**src/rtl/rgf_dump_streamer.sv**
```systemverilog
// rtl/rgf_dump_streamer.sv - snapshot the register file and stream it out word by word
module rgf_dump_streamer #(
    parameter int NUM_REGS    = 32,
    parameter bit CHECKSUM_EN = 1'b1
) (
    input  logic                        clk,
    input  logic                        reset,
    input  logic [NUM_REGS*32-1:0]      data_register_file,
    input  logic                        start,
    input  logic                        out_ready,
    output logic                        out_valid,
    output logic [31:0]                 out_data,
    output logic [$clog2(NUM_REGS)-1:0] out_index,
    output logic                        out_is_csum,
    output logic                        out_last,
    output logic                        busy,
    output logic                        done
);

    localparam int IDX_W = $clog2(NUM_REGS);
    localparam logic [IDX_W-1:0] LAST_IDX = IDX_W'(NUM_REGS - 1);

    typedef enum logic [1:0] {
        IDLE = 2'd0,
        SEND = 2'd1,
        CSUM = 2'd2
    } state_t;

    state_t           state;
    state_t           next_state;
    logic [31:0]      snap [NUM_REGS];
    logic [IDX_W-1:0] counter;
    logic [31:0]      accum;
    logic             done_q;
    logic             xfer;
    logic             capture;

    assign xfer    = out_valid && out_ready;
    assign capture = (state == IDLE) && start;
    assign done    = done_q;

    // Snapshot buffer: loaded only on an accepted start so later bus changes never leak into a dump
    always_ff @(posedge clk) begin
        if (capture) begin
            for (int i = 0; i < NUM_REGS; i++) begin
                snap[i] <= data_register_file[i*32 +: 32];
            end
        end
    end

    // State, word counter, running checksum and the completion pulse
    always_ff @(posedge clk or negedge reset) begin
        if (!reset) begin
            state   <= IDLE;
            counter <= '0;
            accum   <= '0;
            done_q  <= 1'b0;
        end else begin
            state  <= next_state;
            done_q <= 1'b0;
            case (state)
                IDLE: begin
                    if (start) begin
                        counter <= '0;
                        accum   <= '0;
                    end
                end
                SEND: begin
                    if (xfer) begin
                        accum   <= accum + snap[counter];
                        counter <= counter + IDX_W'(1);
                        if (counter == LAST_IDX && !CHECKSUM_EN) begin
                            done_q <= 1'b1;
                        end
                    end
                end
                CSUM: begin
                    if (xfer) begin
                        done_q <= 1'b1;
                    end
                end
                default: ;
            endcase
        end
    end

    // Next state and beat payload; payload depends only on state/counter so it holds until a transfer
    always_comb begin
        next_state  = state;
        out_valid   = 1'b0;
        out_data    = '0;
        out_index   = '0;
        out_is_csum = 1'b0;
        out_last    = 1'b0;
        busy        = 1'b0;
        case (state)
            IDLE: begin
                if (start) begin
                    next_state = SEND;
                end
            end
            SEND: begin
                busy      = 1'b1;
                out_valid = 1'b1;
                out_data  = snap[counter];
                out_index = counter;
                out_last  = !CHECKSUM_EN && (counter == LAST_IDX);
                if (xfer && counter == LAST_IDX) begin
                    next_state = CHECKSUM_EN ? CSUM : IDLE;
                end
            end
            CSUM: begin
                busy        = 1'b1;
                out_valid   = 1'b1;
                out_data    = accum;
                out_is_csum = 1'b1;
                out_last    = 1'b1;
                if (xfer) begin
                    next_state = IDLE;
                end
            end
            default: begin
                next_state = IDLE;
            end
        endcase
    end

endmodule

```
**config.mk**
```make
export PLATFORM = sky130hd
export DESIGN_NAME = rgf_dump_streamer
export DESIGN_NICKNAME = d
export VERILOG_FILES = /design/src/rtl/rgf_dump_streamer.sv
export SDC_FILE = /design/constraint.sdc
export NUM_CORES = 1
export LEC_CHECK = 0
export CORE_AREA = 5 5 413 415
export DETAILED_ROUTE_END_ITERATION = 7
export DIE_AREA = 0 0 418 420
export GPL_TIMING_DRIVEN = 0
export PLACE_DENSITY = 0.47
export REMOVE_ABC_BUFFERS = 1
export SYNTH_ARGS = -nofsm -noshare
export SYNTH_HDL_FRONTEND = slang
export SYNTH_SLANG_ARGS = --single-unit
```
**constraint.sdc**
```tcl
create_clock -name clk -period 35.3 [get_ports clk]
set_input_delay 7.06 -clock clk [delete_from_list [all_inputs] [get_ports clk]]
set_output_delay 7.06 -clock clk [all_outputs]
set_load 0.02 [all_outputs]
```
== Word-level counts from Yosys, hierarchy flattened ==
Memories as Yosys holds them, arrays and structs flattened.
Cells that the tools add are included.
Storage, ports and cells
  register bits: 40
  bits in writable memories: 1024
  input bits: 1028
  word-level logic and storage cells: 40
  memories kept: 1
Operators by class
  add/subtract/negate cells: 2
  eq/ne operators: 7
  mux-type cells: 18
  reduce and logical (&&, ||, !) cells: 8
Memories
  snap: words 32, bits a word 32, read ports 1, clocked after Yosys merged registers in 0, wr ports 32, line 31  | logic [31:0] snap [NUM_REGS];
Operators by type and width (number)
  one-hot mux 32 bit (2 select lines): 2
  two-way mux 32 bit: 2
  adder 32 bit: 1
  two-way mux 5 bit: 3
  one-hot mux 5 bit (2 select lines): 1
  inequality test 2 bit, second input constant: 4
  two-way mux 1 bit: 6
  two-way mux 2 bit: 3
  one-hot mux 2 bit (3 select lines): 1
  AND reduction 3 bit: 2
  adder 5 x 1 -> 5 bit, second input constant: 1
  == test 5 bit, second input constant: 1
  logical AND 1 bit: 3
  == test 2 x 1 -> 1 bit, second input constant: 1
  == test 2 bit, second input constant: 1
  zero test 2 bit: 1
  nonzero test 2 bit: 1
  OR reduction 2 bit: 1

== Logic depth before layout (Yosys ltp) ==
Gate-level depths: netlist (run 1).
  depth after elaboration: 7
  mapped depth: 19

== Least setup slack after synthesis (run 1) ==
Ideal clock, no wire load.
  path type: input to register
  start point: input port start
  end point: register counter[2]
  data arrival time: 31.597 ns
  path slack: 3.556 ns
  stages: 3
  cells stage by stage: and2_1 > and2_1 > nor2_1
On the way
  cells in the longest elaborated chain, start to end: 2
RTL lines
  from (decl): line 9  | input logic start,
  inequality test 2 bit (no line)
  AND reduction 3 bit (no line)
  to (signal assigned): line 71  | counter <= counter + IDX_W'(1);
  to (decl): line 32  | logic [IDX_W-1:0] counter;
No other way between the ends.
A chain may end at the register's enable or synchronous reset.

== Worst setup path after layout (run 1) ==
  start point: register counter[0]
  end point: output port out_data[6]
On the way
  cells in the longest elaborated chain, start to end: 2
RTL lines
  memory read (32 x 32 bit)
  one-hot mux 32 bit (2 select lines): line 96  | case (state)
  to (decl): line 12  | output logic [31:0] out_data,
No other way between the ends.

==> results of run 1 <==
==> layer usage <==
| metal | vias to the layer above | routed length, µm | track usage | part of all wire |
|---|---|---|---|---|
| met3 | 196 | 9739 | 0.04899 | 0.066 |
| met2 | 825 | 79600 | 0.2980 | 0.54 |
| met5 | - | 93 | 0 | 0.00063 |
| met1 | 12170 | 54480 | 0.1844 | 0.37 |
| li1 | 10310 | - | - | - |
| met4 | 14 | 3692 | 0.05178 | 0.025 |
==> flip-flops by register name, summed over array words and instances (netlist names) <==
signal / flops
done: 1
state: 2
counter: 5
snap: 1024
accum: 32
==> how the worst max path moves through the flow <==
stage	start	endpoint	slack (ps)	depth (start not counted)
floorplan	start	counter[2]	3560	3
global placement	start	counter[2]	-8240	4
detailed placement	counter[0]	out_data[6]	24010	8
CTS	counter[0]	out_data[6]	23150	8
global route	counter[0]	out_data[6]	23100	8
finish	counter[0]	out_data[6]	23380	8
==> area by class of cell <==
cell class,count,area share
multi-input combinational,696,0.1665
clock inverter,62,0.009318
antenna,25,0.001035
clock buffer,168,0.05690
inverter,9,0.0005591
timing repair buffer,1108,0.1943
sequential,1064,0.5258
tap,2204,0.04564
==> where the power goes <==
part | total (W) | switching (W) | internal, W
logic | 0.00123 | 0.000636 | 0.000598
clock network | 0.00128 | 0.000535 | 0.000741
registers | 0.00180 | 0.0000924 | 0.00171
==> logic make-up (layout without fill, tap and decap cells) <==
group	after synthesis	count (layout)	synth area share
compound gates	153	153	0.02585
flops	1064	1064	0.7513
xor+xnor	28	28	0.005803
fa+ha+maj	38	38	0.01143
other cells	0	25	0
mux	353	353	0.1793
buf+inv	110	1347	0.01101
simple gates	124	124	0.01537
==> metrics by stage <==
stage	setup WS, ps	total power [W]
after floorplan	3556	0.003007
after global placement	-8244	0.003799
after detailed placement	24010	0.003098
after CTS	23150	0.004404
after global routing	23100	0.004534
final	23380	0.004312
==> worst reg2reg max path, stage by stage (launching register included) <==
cell	delay (ps)
dfrtp_4	840
buf_16	340
buf_16	390
mux4_2	720
mux4_2	480
mux2_2	350
ha_1	450
and4_1	340
nand3_1	110
a211o_1	360
a31oi_2	340
a221o_1	260
a21oi_1	90
a21oi_1	470
xnor2_1	210
nor4_1	70
a221o_1	290
==> cell usage in the layout (no fill, tap or decap), drive strengths merged, types with 5 or more instances in the layout <==
master,count
dfrtp,40
clkinv,42
xor2,13
o21a,5
inv,20
bufinv,7
o21ai,14
a21o,21
and2,8
nand3,9
nor2b,40
clkbuf,168
mux2,32
edfxtp,1024
nor2,13
o31ai,7
a22oi,33
buf,40
diode,25
ha,37
a22o,20
and3,7
nand2,34
a21oi,29
xnor2,15
clkdlybuf4s50,1068
mux4,320
==> impl_results.md, run 1 <==
- Gr usage total: 0.1640
- Core box area: roughly 170000 µm²
- Synth warn: 0
- Clock buffer depth: 3
- Fmax: 83.90 MHz
- Num CTS Buffers: 130
- Initial antenna violation count: 43
- Vias per Instance: 4.407
- Layout Cells excl Fill: ~5300
- Peak supply drop: about 0.057 mV
- Slowest cell on crit path: dfrtp_4
- Yosys top cell area share: 0.7276
- Hold_sp: accum[0]
- Clock sink total: 1064
- Critical path, cell by cell: buf_16 -> buf_16 -> mux4_2 -> mux4_2 -> mux2_2 -> a22oi_1 -> nor2b_1 -> clkdlybuf4s50_1
- Synth-to-layout area growth: 42.97%
- H-tree levels: 4
- Most frequent cell after synthesis: edfxtp_1
- Hold slack: 505.6 ps
- Worst Hold Endpoint: accum[0]
- Global-route wire length before repair: 200.4 mm
- Final nets: 4075
- Relative slew slack: 0.2813
- Root Buffer: clkbuf_16
- Synth cell count leaders: edfxtp_1, mux4_2, clkbuf_1
- Worst-path clk slew: approximately 60 ps
- Synthesized flop and latch total: roughly 1100
- # setup viols final: 0
- Syn Std Cell Area: 42260 µm²
- Worst min path class: reg -> reg
- Area occupied by multi-input gates: 10060 µm²
- Initial drt markers: 1705
- Routed via count: 23520
- CP peak stage delay: 840 ps
- P per Cell Area: a little over 70 nW/µm²
- Drt wl/cell: 27.66 µm
- Gates resized, CTS repair: 0
- Die H: 420 µm
- RSZ-0062 raised after global routing: false
- CP top delay family: multiplexers
- Critical Path RT: 28240 ps
- Cells after Synth: ~1900
- EDFF count, synth: 1024
- Register area share after synthesis: 0.7513
- Initial core utilization: 0.2542
- Row count: 150
- CP arrival: 4860 ps
- Setup Buffers After CTS: 0
- I/O Pins: 1070
- Synth area leaders: edfxtp_1, mux4_2, dfrtp_1
- Vias in the first global route: around 26000
- Final min period: 11920 ps
- Synth unique cells: 50
- R2r startpoint: counter[0]
- CTS tree: yes
- Worst Skew: 25.37 ps
- Max-cap viol count: 0
- FF+latch area: 31770 µm²
- Asr flop ratio synth: 0.03759
- Reg2reg setup slack: 29090 ps
- Final core utilization: 0.3634
- Gp weighted congestion: 0.7712
- Worst reg2reg endpoint: accum[31]
- Largest net degree at the start of global routing: 71
- Synth Area per Inst: 22.60 µm²
- Critical Path Start Type: flop
- # placed instances: 5081
- IO buf count: 1069
- Die area: 175600 µm²
- Hold Path Stages: 2
- Grt ovf: 0
- Leakage: 19.65 nW
- ANT nets after route: 0
- Worst slew pin tran: about 1100 ps
- Share of post-route cells with drive strength above 1: 0.1857
- Worst r2r path cells: 16
- Kind of critical path: reg -> out
- Filler cell count: roughly 16000
- DRC Markers: 0
- Post-route cell area: between 60000 and 70000 µm²
- Final Max Tran Viols: 0
- Hold Fails Final Rpt: 0
- Final TNS setup: 0 ps
- Final Cycle Share: 0.3376
- DR pass1 iterations: 5
- Crit path max fanout: 38
- Skew-Pair Late Insertion Delay: approximately 760 ps
- Outcome: finished clean
- Hold buffer count at CTS: 0
- Dpl cell area: 56360 µm²
- Routed Wire Length: 147.6 mm
- Worst path buffer plus inverter count: 3
- Top_reg_cell synth: edfxtp_1
- Width of the die: 418 µm
- CP Capture Type: output port
- Dpl hpwl: 111.4 mm
- Area leader, netlist: edfxtp_1
Power figures use the tool's default switching activity.
==> run 2: changes to the inputs <==
Clock period 35.3 ns to 11.9 ns, I/O delays scaled along.
==> results of run 2 <==
Same layout as run 1 (identical final DEF). Status: finished clean.
Among the figures that moved: setup slack after placement 24010 ps -> 5291 ps; setup slack after layout 23380 ps -> 4661 ps; register-to-register setup slack 29090 ps -> 5690 ps; total power 0.004312 W -> 0.01279 W; worst IR drop on VDD 0.05692 mV -> 0.1688 mV
==> RTL change 1, RTL diff (settings of run 2) <==
Set the parameter `NUM_REGS` to 16 (it was 32).
--- a/src/rtl/rgf_dump_streamer.sv
+++ b/src/rtl/rgf_dump_streamer.sv
@@ -2,3 +2,3 @@
 module rgf_dump_streamer #(
-    parameter int NUM_REGS    = 32,
+    parameter int NUM_REGS    = 16,
     parameter bit CHECKSUM_EN = 1'b1
Interface: changed (resized data_register_file and out_index); port bits go from 1070 to 557. No check against the original RTL was run, so the function may have changed too.
==> RTL change 1 against run 2 <==
Clock skew grew 26 ps. Worst setup slack improved by 390 ps. Cell area is 44% lower. Area after synthesis is 46% lower. Clock power down 40%. Sequential cell count fell by 513. Routed wire length down 47%. Register-to-register slack better by 930 ps. Via count fell by 44%. Total power fell by 42%. Highest routed layer unchanged.
==> RTL change 1: results <==
set metrics [dict create \
    grt_pass1_vias 14500 \
    port_buffers 556 \
    antenna_found_initial 25 \
    crit_arrival_ps 4470 \
    worstMarginPinSlew_ps 1310 \
    cp_slowest_cell "clkdlybuf4s50_1" \
    outcome "complete, no violations" \
    wl_per_cell_um 19.3 \
    nets 2311 \
    post-place-ws_ps 5530 \
    synth_area_leaders "edfxtp_1 (67%), mux4_2 (16%), dfrtp_1 (4.3%)" \
    finalWeightedCongestion 0.740 \
    synth.distinct_cells 53 \
    drive_gt1_share_pct 16.5 \
    grt_first_pass_wirelength_um 107000 \
    synth_seq_area_share_pct 71.5 \
    finClkSkew_ps 51.0 \
    clk_pin_slew_worst_paths_ps 60 \
    synthTopCellsByCount "edfxtp_1 (512), mux4_2 (160), nand2_1 (56)" \
    track_usage_pct 8.64 \
    crit_path_max_incr_delay_ps 700 \
    peakVddDrop_mv 0.123 \
    clk_latency_ps 690 \
    first_iter_violations 847 \
    numCtsBuffers 72 \
    largest_registers "snap x512, accum x32, counter x4" \
    hpwl_um 58200 \
    synth-edff-count 512 \
    leakagePower_nw 10.9 \
    async_flop_share_pct 7.08 \
    grt_max_degree 69 \
    vias_per_cell 3.27 \
    fillers 17700 \
    htreeDepth 3 \
    worstPathMaxFanout 36 \
]
RTL change 1: cell type report:
| class | count | share of cell area (%) |
|---|---|---|
| sequential | 551 | 48.1 |
| multi-input combinational | 541 | 18.2 |
| antenna | 16 | 0.118 |
| clock inverter | 42 | 1.78 |
| inverter | 12 | 0.133 |
| timing repair buffer | 580 | 18.0 |
| clock buffer | 89 | 5.52 |
| tap | 2204 | 8.11 |
RTL change 1: cell families (layout without fill, tap and decap cells):
family                   after synthesis  in the layout  share of synthesized area [%]
multiplexers                         164            164                           15.9
XOR/XNOR                              26             26                          0.996
flip-flops                           551            551                           71.5
AND/OR/NAND/NOR                      158            158                           3.44
buffers and inverters                 79            723                           1.43
AO/OA/AOI/OAI                        156            156                           4.61
other                                  0             16                              0
adder cells (fa/ha/maj)               37             37                           2.06
RTL change 1: path summary, 6_finish.rpt:
path,start,to,slack (ps),depth (start not counted)
max,counter[0]$_DFFE_PN0P_,out_data[26],5050,8
min,accum[0]$_DFFE_PN0P_,accum[0]$_DFFE_PN0P_,510,2
max reg2reg,counter[0]$_DFFE_PN0P_,accum[28]$_DFFE_PN0P_,6620,14
min reg2reg,accum[0]$_DFFE_PN0P_,accum[0]$_DFFE_PN0P_,510,2
max in group asynchronous,reset,counter[1]$_DFFE_PN0P_,9730,2
min in group asynchronous,reset,accum[0]$_DFFE_PN0P_,1600,1
RTL change 1: per-layer routing:
| layer | routed length, um | up-vias | global-route usage, % |
|---|---|---|---|
| met4 | 3040 | 4 | 4.45 |
| li1 | - | 6024 | - |
| met1 | 26800 | 6718 | 8.63 |
| met3 | 3640 | 126 | 2.31 |
| met5 | 22 | - | 0 |
| met2 | 44500 | 321 | 16.3 |
RTL change 1: critical path: cells and delay by family, from the launching register on:
family | cells | cell delay (ps)
simple gates | 1 | 70
flops | 1 | 690
buf+inv | 4 | 1580
mux | 2 | 1190
compound gates | 1 | 170
RTL change 1: per-stage QoR:
stage / cell area (um^2) / power [mW] / TNS [ps] / instances
2_1_floorplan: 22600 / 4.47 / -1504340 / 1104
3_3_place_gp: 30900 / 5.67 / -4920280 / 3864
3_5_place_dp: 31500 / 5.26 / 0 / 3888
4_1_cts: 33900 / 7.59 / 0 / 4019
5_1_grt: 34000 / 7.83 / 0 / 4032
6_report: 34000 / 7.41 / 0 / 4035
RTL change 1: where the power goes:
| part | total [mW] | switching (mW) | internal [mW] |
|---|---|---|---|
| Sequential | 2.75 | 0.142 | 2.61 |
| Combinational | 2.39 | 1.32 | 1.07 |
| Clock | 2.27 | 0.909 | 1.36 |
| Total | 7.41 | 2.37 | 5.04 |
==> RTL change 2, RTL diff (settings of run 2) <==
Without the edit above. Reset style: synchronous (`reset`), changed in one clocked block.
--- a/src/rtl/rgf_dump_streamer.sv
+++ b/src/rtl/rgf_dump_streamer.sv
@@ -51,3 +51,3 @@
     // State, word counter, running checksum and the completion pulse
-    always_ff @(posedge clk or negedge reset) begin
+    always_ff @(posedge clk) begin
         if (!reset) begin
Check against the original RTL: not settled (the Yosys comparison gave no result); the edit may change what the design does.
==> RTL change 2 against run 2 <==
Routed wire length down 0.92%. Cell area is 0.15% higher. Sequential cell count up 5. Count of clock-buffer cells in the layout fell by 16. Clock skew up 6.5 ps. Area after synthesis grew 0.79%. Worst setup slack worse by 470 ps.
Power is not compared: it rests on default switching activity, and its combinational part moved more than twofold at a synthesized area within 25%.
==> RTL change 2: results <==
set metrics [dict create \
    dr_wl_met2_um 77900 \
    reg2reg_to "accum[30]$_SDFFE_PN0P_" \
    holdPathEnd "accum[29]$_SDFFE_PN0P_" \
    met1_usage_pct 18.3 \
    post-place-ws_ps 4720 \
    finClkSkew_ps 31.9 \
    synth.distinct_cells 59 \
    slew_headroom_pct 30.4 \
    hpwl_um 109000 \
    fillers 15700 \
    finalWeightedCongestion 0.795 \
    crit_arrival_ps 5330 \
    nNonClkBuffers 1098 \
    synth_area_leaders "edfxtp_1 (72%), mux4_2 (17%), dfxtp_1 (2.1%)" \
    crit_path_end "out_data[8]" \
    clock_sinks 1069 \
    clk_latency_ps 780 \
    synthTopCellsByCount "edfxtp_1 (1,024), mux4_2 (314), nor2b_1 (53)" \
    placed_cells 5164 \
    clock_buffers 152 \
    fmax_mhz 130 \
    multi_input_area_mm2 0.0103 \
    outcome "complete, no violations" \
    first_iter_violations 1702 \
    numCtsBuffers 131 \
    drive_gt1_share_pct 17.8 \
    async_flop_share_pct 0 \
    track_usage_pct 16.2 \
    antenna_found_initial 42 \
    met3WireLength_um 9880 \
    grt_max_degree 132 \
    inv_count 16 \
    worstPathMaxFanout 35 \
    holdWs_ps 474 \
    buffer_area_share_pct 19.0 \
    hold_start "accum[29]$_SDFFE_PN0P_" \
    diodes 27 \
    met3_usage_pct 5.10 \
    grt_first_pass_wirelength_um 198000 \
]
[RTL change 2: cell count changes after synthesis, moves of 14 or more]
cell / run 2 / this run
dfxtp_1: 0 / 45
dfrtp_1: 40 / 0
o21ai_0: 11 / 44
a22o_1: 20 / 2
buf_2: 30 / 13
buf_4: 2 / 16
[RTL change 2: critical path, cell delays in order (launching register included)]
cell	delay, ps
dfxtp_4	840
buf_16	340
buf_16	290
buf_16	260
buf_16	250
mux4_2	590
mux4_2	480
mux2_2	370
a22oi_1	160
nor2b_1	60
clkdlybuf4s50_1	710
[RTL change 2: cell families after synthesis]
group	synth area share (%)
and+or+nand+nor	2.23
buffers and inverters	1.46
DFF	74.3
xor gates and xnor gates	0.535
muxes	17.7
adders and majority gates	1.10
AOI/OAI and AO/OA	2.72
[RTL change 2: report_power, final]
part / switching (mW) / internal [mW] / total, mW
Clock: 1.60 / 2.31 / 3.91
Sequential: 0.119 / 4.68 / 4.79
Combinational: 0.525 / 0.587 / 1.11
